===== src/rtl/ad_sample_ctrl.sv =====
// AD conversion sequencer: runs N cycles of (W idle clocks + L convert strobes spaced CONV_DIV apart).
// Run parameters are latched at start so that mid-run changes on the UART side have no effect.
module ad_sample_ctrl #(
    parameter int CONV_DIV = 10
) (
    input  logic        I_clk_10M,
    input  logic        I_rst,
    input  logic [31:0] I_cycle_num,
    input  logic [31:0] I_sample_length,
    input  logic [31:0] I_wait_time,
    input  logic        I_start,
    input  logic        I_abort,
    output logic        O_ad_conv,
    output logic        O_busy,
    output logic        O_done,
    output logic [31:0] O_cycle_cnt,
    output logic [31:0] O_sample_cnt
);

    localparam int DIV_W = $clog2(CONV_DIV);
    localparam logic [DIV_W-1:0] DIV_LAST = DIV_W'(CONV_DIV - 1);

    typedef enum logic [1:0] {
        S_IDLE,
        S_WAIT,
        S_SAMPLE,
        S_DONE
    } state_t;

    state_t           r_state;
    logic [31:0]      r_n;
    logic [31:0]      r_l;
    logic [31:0]      r_w;
    logic [31:0]      r_waitCnt;
    logic [DIV_W-1:0] r_div;
    logic [31:0]      r_cycleCnt;
    logic [31:0]      r_sampleCnt;
    logic             r_conv;
    logic             r_busy;
    logic             r_done;

    state_t           w_nextState;
    logic [31:0]      w_n;
    logic [31:0]      w_l;
    logic [31:0]      w_w;
    logic [31:0]      w_waitCnt;
    logic [DIV_W-1:0] w_div;
    logic [31:0]      w_cycleCnt;
    logic [31:0]      w_sampleCnt;
    logic             w_conv;
    logic             w_enterSample;
    logic [31:0]      w_cycleInc;

    assign w_cycleInc = r_cycleCnt + 32'd1;

    // Next-state logic computes the values every output register takes at the next edge,
    // so strobe and counters appear in the same cycle the state enters them.
    always_comb begin
        w_nextState   = r_state;
        w_n           = r_n;
        w_l           = r_l;
        w_w           = r_w;
        w_waitCnt     = r_waitCnt;
        w_div         = r_div;
        w_cycleCnt    = r_cycleCnt;
        w_sampleCnt   = r_sampleCnt;
        w_conv        = 1'b0;
        w_enterSample = 1'b0;

        if (I_abort) begin
            w_nextState = S_IDLE;
        end else begin
            case (r_state)
                S_IDLE: begin
                    if (I_start) begin
                        w_n         = I_cycle_num;
                        w_l         = I_sample_length;
                        w_w         = I_wait_time;
                        w_cycleCnt  = 32'd0;
                        w_sampleCnt = 32'd0;
                        if (I_cycle_num == 32'd0 || I_sample_length == 32'd0) begin
                            w_nextState = S_DONE;
                        end else if (I_wait_time == 32'd0) begin
                            w_enterSample = 1'b1;
                        end else begin
                            w_nextState = S_WAIT;
                            w_waitCnt   = 32'd1;
                        end
                    end
                end
                S_WAIT: begin
                    if (r_waitCnt == r_w) begin
                        w_enterSample = 1'b1;
                    end else begin
                        w_waitCnt = r_waitCnt + 32'd1;
                    end
                end
                S_SAMPLE: begin
                    if (r_div == DIV_LAST) begin
                        // Last clock of a slot: either the burst is over or the next slot strobes
                        if (r_sampleCnt == r_l) begin
                            w_cycleCnt = w_cycleInc;
                            if (w_cycleInc == r_n) begin
                                w_nextState = S_DONE;
                            end else if (r_w == 32'd0) begin
                                w_enterSample = 1'b1;
                            end else begin
                                w_nextState = S_WAIT;
                                w_waitCnt   = 32'd1;
                            end
                        end else begin
                            w_div       = '0;
                            w_sampleCnt = r_sampleCnt + 32'd1;
                            w_conv      = 1'b1;
                        end
                    end else begin
                        w_div = r_div + 1'b1;
                    end
                end
                S_DONE: begin
                    w_nextState = S_IDLE;
                end
                default: begin
                    w_nextState = S_IDLE;
                end
            endcase

            if (w_enterSample) begin
                w_nextState = S_SAMPLE;
                w_div       = '0;
                w_sampleCnt = 32'd1;
                w_conv      = 1'b1;
            end
        end
    end

    always_ff @(posedge I_clk_10M or posedge I_rst) begin
        if (I_rst) begin
            r_state     <= S_IDLE;
            r_n         <= 32'd0;
            r_l         <= 32'd0;
            r_w         <= 32'd0;
            r_waitCnt   <= 32'd0;
            r_div       <= '0;
            r_cycleCnt  <= 32'd0;
            r_sampleCnt <= 32'd0;
            r_conv      <= 1'b0;
            r_busy      <= 1'b0;
            r_done      <= 1'b0;
        end else begin
            r_state     <= w_nextState;
            r_n         <= w_n;
            r_l         <= w_l;
            r_w         <= w_w;
            r_waitCnt   <= w_waitCnt;
            r_div       <= w_div;
            r_cycleCnt  <= w_cycleCnt;
            r_sampleCnt <= w_sampleCnt;
            r_conv      <= w_conv;
            r_busy      <= (w_nextState == S_WAIT) || (w_nextState == S_SAMPLE);
            r_done      <= (w_nextState == S_DONE);
        end
    end

    assign O_ad_conv    = r_conv;
    assign O_busy       = r_busy;
    assign O_done       = r_done;
    assign O_cycle_cnt  = r_cycleCnt;
    assign O_sample_cnt = r_sampleCnt;

endmodule


===== config.mk =====
export PLATFORM = sky130hd
export DESIGN_NAME = ad_sample_ctrl
export DESIGN_NICKNAME = d
export VERILOG_FILES = /design/src/rtl/ad_sample_ctrl.sv
export SDC_FILE = /design/constraint.sdc
export NUM_CORES = 1
export LEC_CHECK = 0
export CAP_MARGIN = 20
export CORE_ASPECT_RATIO = 1.2
export CORE_UTILIZATION = 54
export CTS_BUF_LIST = sky130_fd_sc_hd__clkbuf_8 sky130_fd_sc_hd__clkbuf_16
export CTS_CLUSTER_DIAMETER = 120
export CTS_CLUSTER_SIZE = 28
export DETAILED_ROUTE_END_ITERATION = 8
export HOLD_SLACK_MARGIN = 0.1
export MAX_ROUTING_LAYER = met4
export PLACE_DENSITY = 0.8
export SETUP_SLACK_MARGIN = 0.1
export SLEW_MARGIN = 25
export SYNTH_ARGS = -nofsm -noshare
export SYNTH_HDL_FRONTEND = slang
export SYNTH_SLANG_ARGS = --single-unit

===== constraint.sdc =====
create_clock -name I_clk_10M -period 15.25 [get_ports I_clk_10M]
set_clock_uncertainty 0.1 [all_clocks]
set_input_delay 3.05 -clock I_clk_10M [delete_from_list [all_inputs] [get_ports I_clk_10M]]
set_output_delay 3.05 -clock I_clk_10M [all_outputs]
set_load 0.05 [all_outputs]

==> impl_metrics.env <==
export IMPL_status="completed"
export IMPL_h_tree_levels=1
export IMPL_avgRoutedWirePerCell_microns=20.4
export IMPL_post_place_ws_ps=8840
export IMPL_synth_top_flop_cell="dfrtp_1"
export IMPL_syn_mean_instance_area_sq_um=9.66
export IMPL_worst_setup_path_type="in -> reg"
export IMPL_fmaxAchievable_mhz=168
export IMPL_power_leakage_nw=5.20
export IMPL_antenna_cells=0
export IMPL_cap_violations=0
export IMPL_cts_root_buf="clkbuf_16"
export IMPL_clock_sink_count=201
export IMPL_routed_via_count=10400
export IMPL_layout_commonest_cell="dfrtp_1"
export IMPL_number_of_placed_instances_taps_included=1582
export IMPL_finish_net_count=1431
export IMPL_design_core_area_sq_um=21000
export IMPL_actual_slew_at_the_worst_max_slew_pin_ps=928
export IMPL_post_cts_setup_buffers=0
export IMPL_critical_path_reg2reg_startpoint="O_cycle_cnt[0]"
export IMPL_initial_core_util_pct=55.5
export IMPL_number_of_buffer_cells_added_on_primary_ports=166
export IMPL_type_of_element_launching_the_critical_path="input pin"
export IMPL_yosys_area_share_xor_xnor_pct=7.95
export IMPL_final_area_sq_um=13700
export IMPL_clk_pin_slew_ps=120
export IMPL_grt_ovfl_total=0
export IMPL_grt_antenna_before_repair=0
export IMPL_post_route_drc_count=0
export IMPL_post_route_period_util_pct=39.0
export IMPL_crit_required_ps=15540
export IMPL_number_of_enable_type_register_cells_in_the_synthesized_netlist=0
export IMPL_post_synth_inst_count=1208
export IMPL_chipWidth_microns=136
export IMPL_first_global_vias=10000
export IMPL_cts_hold_repair_buffers=0
export IMPL_fin_tns_setup_ps=0
export IMPL_worst_setup_path_end_kind="register"
export IMPL_layout_drive_gt1_share_pct=10.6
export IMPL_track_usage_pct=30.8
export IMPL_yosys_cell_types_count=74
export IMPL_cts_buffers_inserted=11
export IMPL_instances_no_fill=1594
export IMPL_clk_latency_ps=480
export IMPL_period_needed_ps=5940
export IMPL_synthesis_yosys_warnings=0
export IMPL_worst_r2r_cell_count=11
export IMPL_cts_resized=0
export IMPL_power_density_nw_per_um2=85.5
export IMPL_chipHeight_microns=163
export IMPL_first_pass_grt_wire_length_microns=52200
export IMPL_fraction_of_the_mapped_netlist_area_in_adder_cells_pct=0.643
export IMPL_ys_seq_area_share_pct=43.1
export IMPL_max_clock_path_buffers=3
export IMPL_power_ir_vdd_worst_v=0.000116
export IMPL_vias_per_cell=6.51
export IMPL_min_from="r_n[17]"
export IMPL_synth_compound_gate_area_share_pct=14.6
export IMPL_report_final_setup_viol=0
export IMPL_tritoncts="yes"
export IMPL_ys_ff_latch=201
export IMPL_post_dp_area_sq_um=13400
export IMPL_synth_async_sr_flop_share_pct=100
export IMPL_final_antenna_net_count=0
export IMPL_synth_area_mux_share_pct=9.41
export IMPL_post_route_worst_setup_slack_ps=9310
export IMPL_worstPathArrival_ps=6230
export IMPL_design_die_area_sq_um=22200
export IMPL_gp_congestion=0.911
export IMPL_synth_net_count=1314
export IMPL_drt_first_iter_violations=873
export IMPL_layout_cells_most_common_list="201 x dfrtp_1, 166 x clkdlybuf4s50_1, 94 x mux2_2"
export IMPL_detail_route_first_pass_iterations=6
export IMPL_path_max_fanout=32
export IMPL_place_hpwl_microns=23800
export IMPL_reg2reg_setup_slack_ps=10330
export IMPL_boundaryPins=167
export IMPL_holdCritPathClass="reg -> reg"
export IMPL_grt_max_degree=128
export IMPL_routed_wirelength_microns=32600
export IMPL_hold_path_depth=1
export IMPL_post_synth_simple_gate_area_pct=20.7
export IMPL_total_power_w=0.00117
export IMPL_relSlewSlack_pct=38.1
export IMPL_rsz0062_at_grt="no"
export IMPL_rows=58
export IMPL_areaGrowthSynthToFinish_pct=17.8
export IMPL_worst_hold_endpoint="r_n[17]"
export IMPL_final_max_slew_violation_count=0
export IMPL_synth_top_family_by_area="simple AND/OR/NAND/NOR gates"
export IMPL_post_syn_area_sq_um=11700
export IMPL_timing_final_hold_violations=0
export IMPL_reg2reg_to="O_sample_cnt[16]"
-- stage by stage --
| step | hold slack [ps] | util, % |
|---|---|---|
| after floorplan | 379 | - |
| final | 436 | 65.3 |
| after global placement | 410 | 63.9 |
| after CTS | 440 | 65.3 |
| after global routing | 455 | 65.3 |
| after detailed placement | 410 | 63.9 |
-- cell usage after synthesis (all sizes together) (5+ instances only) --
cell type | n | area share, %
a211oi | 15 | 0.96
a21oi | 37 | 1.6
a31oi | 12 | 0.64
and3 | 18 | 0.96
and4 | 8 | 0.60
buf | 26 | 1.3
clkbuf | 45 | 1.5
dfrtp | 201 | 43
ha | 6 | 0.64
inv | 27 | 0.87
mux2 | 94 | 9.1
nand2 | 84 | 2.7
nand2b | 18 | 0.96
nand3 | 54 | 2.5
nand4 | 50 | 2.8
nor2 | 63 | 2.1
nor3 | 32 | 1.4
nor4 | 57 | 3.4
o211ai | 5 | 0.32
o21ai | 89 | 3.8
o22ai | 8 | 0.43
o2bb2ai | 12 | 0.90
o31ai | 38 | 2.4
o41ai | 9 | 0.68
or3 | 15 | 0.80
or4 | 13 | 0.87
xnor2 | 58 | 4.4
xor2 | 48 | 3.6
-- worst max-delay path by stage --
stage,slack (ps),depth (start not counted),start,to
floorplan,6620,1,I_rst,O_ad_conv
global placement,8900,10,I_cycle_num[24],O_sample_cnt[0]
finish,9310,11,I_start,O_cycle_cnt[21]
detailed placement,8840,10,I_cycle_num[27],O_sample_cnt[0]
global route,9120,11,I_start,O_cycle_cnt[21]
CTS,9320,10,I_cycle_num[27],O_sample_cnt[0]
-- where the power goes --
| group | total, W | leakage (nW) | internal [W] | switching [W] |
|---|---|---|---|---|
| combinational | 0.000220 | 2.47 | 0.000116 | 0.000104 |
| clock | 0.000313 | 0.147 | 0.000135 | 0.000178 |
| sequential | 0.000642 | 2.58 | 0.000587 | 0.0000550 |
| total | 0.00117 | 5.20 | 0.000838 | 0.000337 |
-- registers in the layout, summed over array words and instances (netlist names), 2 cells and up --
register      cells
O_cycle_cnt      32
O_sample_cnt     32
r_div             4
r_l              32
r_n              32
r_state           2
r_w              32
r_waitCnt        32
-- logic make-up after synthesis --
kind of cell	Yosys count
multiplexers	98
buffers and inverters	98
AND/OR/NAND/NOR	437
adder cells (fa/ha/maj)	6
AO/OA/AOI/OAI	262
flip-flops	201
XOR/XNOR	106
-- cell type report --
| cell class | instances | area, sq um |
|---|---|---|
| clock inverter | 1 | 30.0 |
| inverter | 27 | 109 |
| multi-input combinational | 909 | 6230 |
| fill | 1710 | 7300 |
| sequential | 201 | 5030 |
| clock buffer | 11 | 275 |
| tap | 270 | 338 |
| timing repair buffer | 175 | 1730 |
-- routing by layer --
layer	track usage, %	vias to the layer above	wire length [microns]
met4	12.1	0	1180
met3	3.51	78	2130
met5	-	-	0
met2	49.7	453	16000
li1	-	4733	-
met1	39.5	5112	13300
-- critical path, cell delays in order --
cell             delay [ps]
clkdlybuf4s50_1         540
nor2_1                   60
a21oi_1                 130
nor2_1                   70
or2_2                   540
nor2_1                  370
o21ai_1                 110
buf_4                   250
nor2_1                  660
nand3_1                 180
o31ai_1                 220
Note: power is estimated with default switching activity, not from simulation.
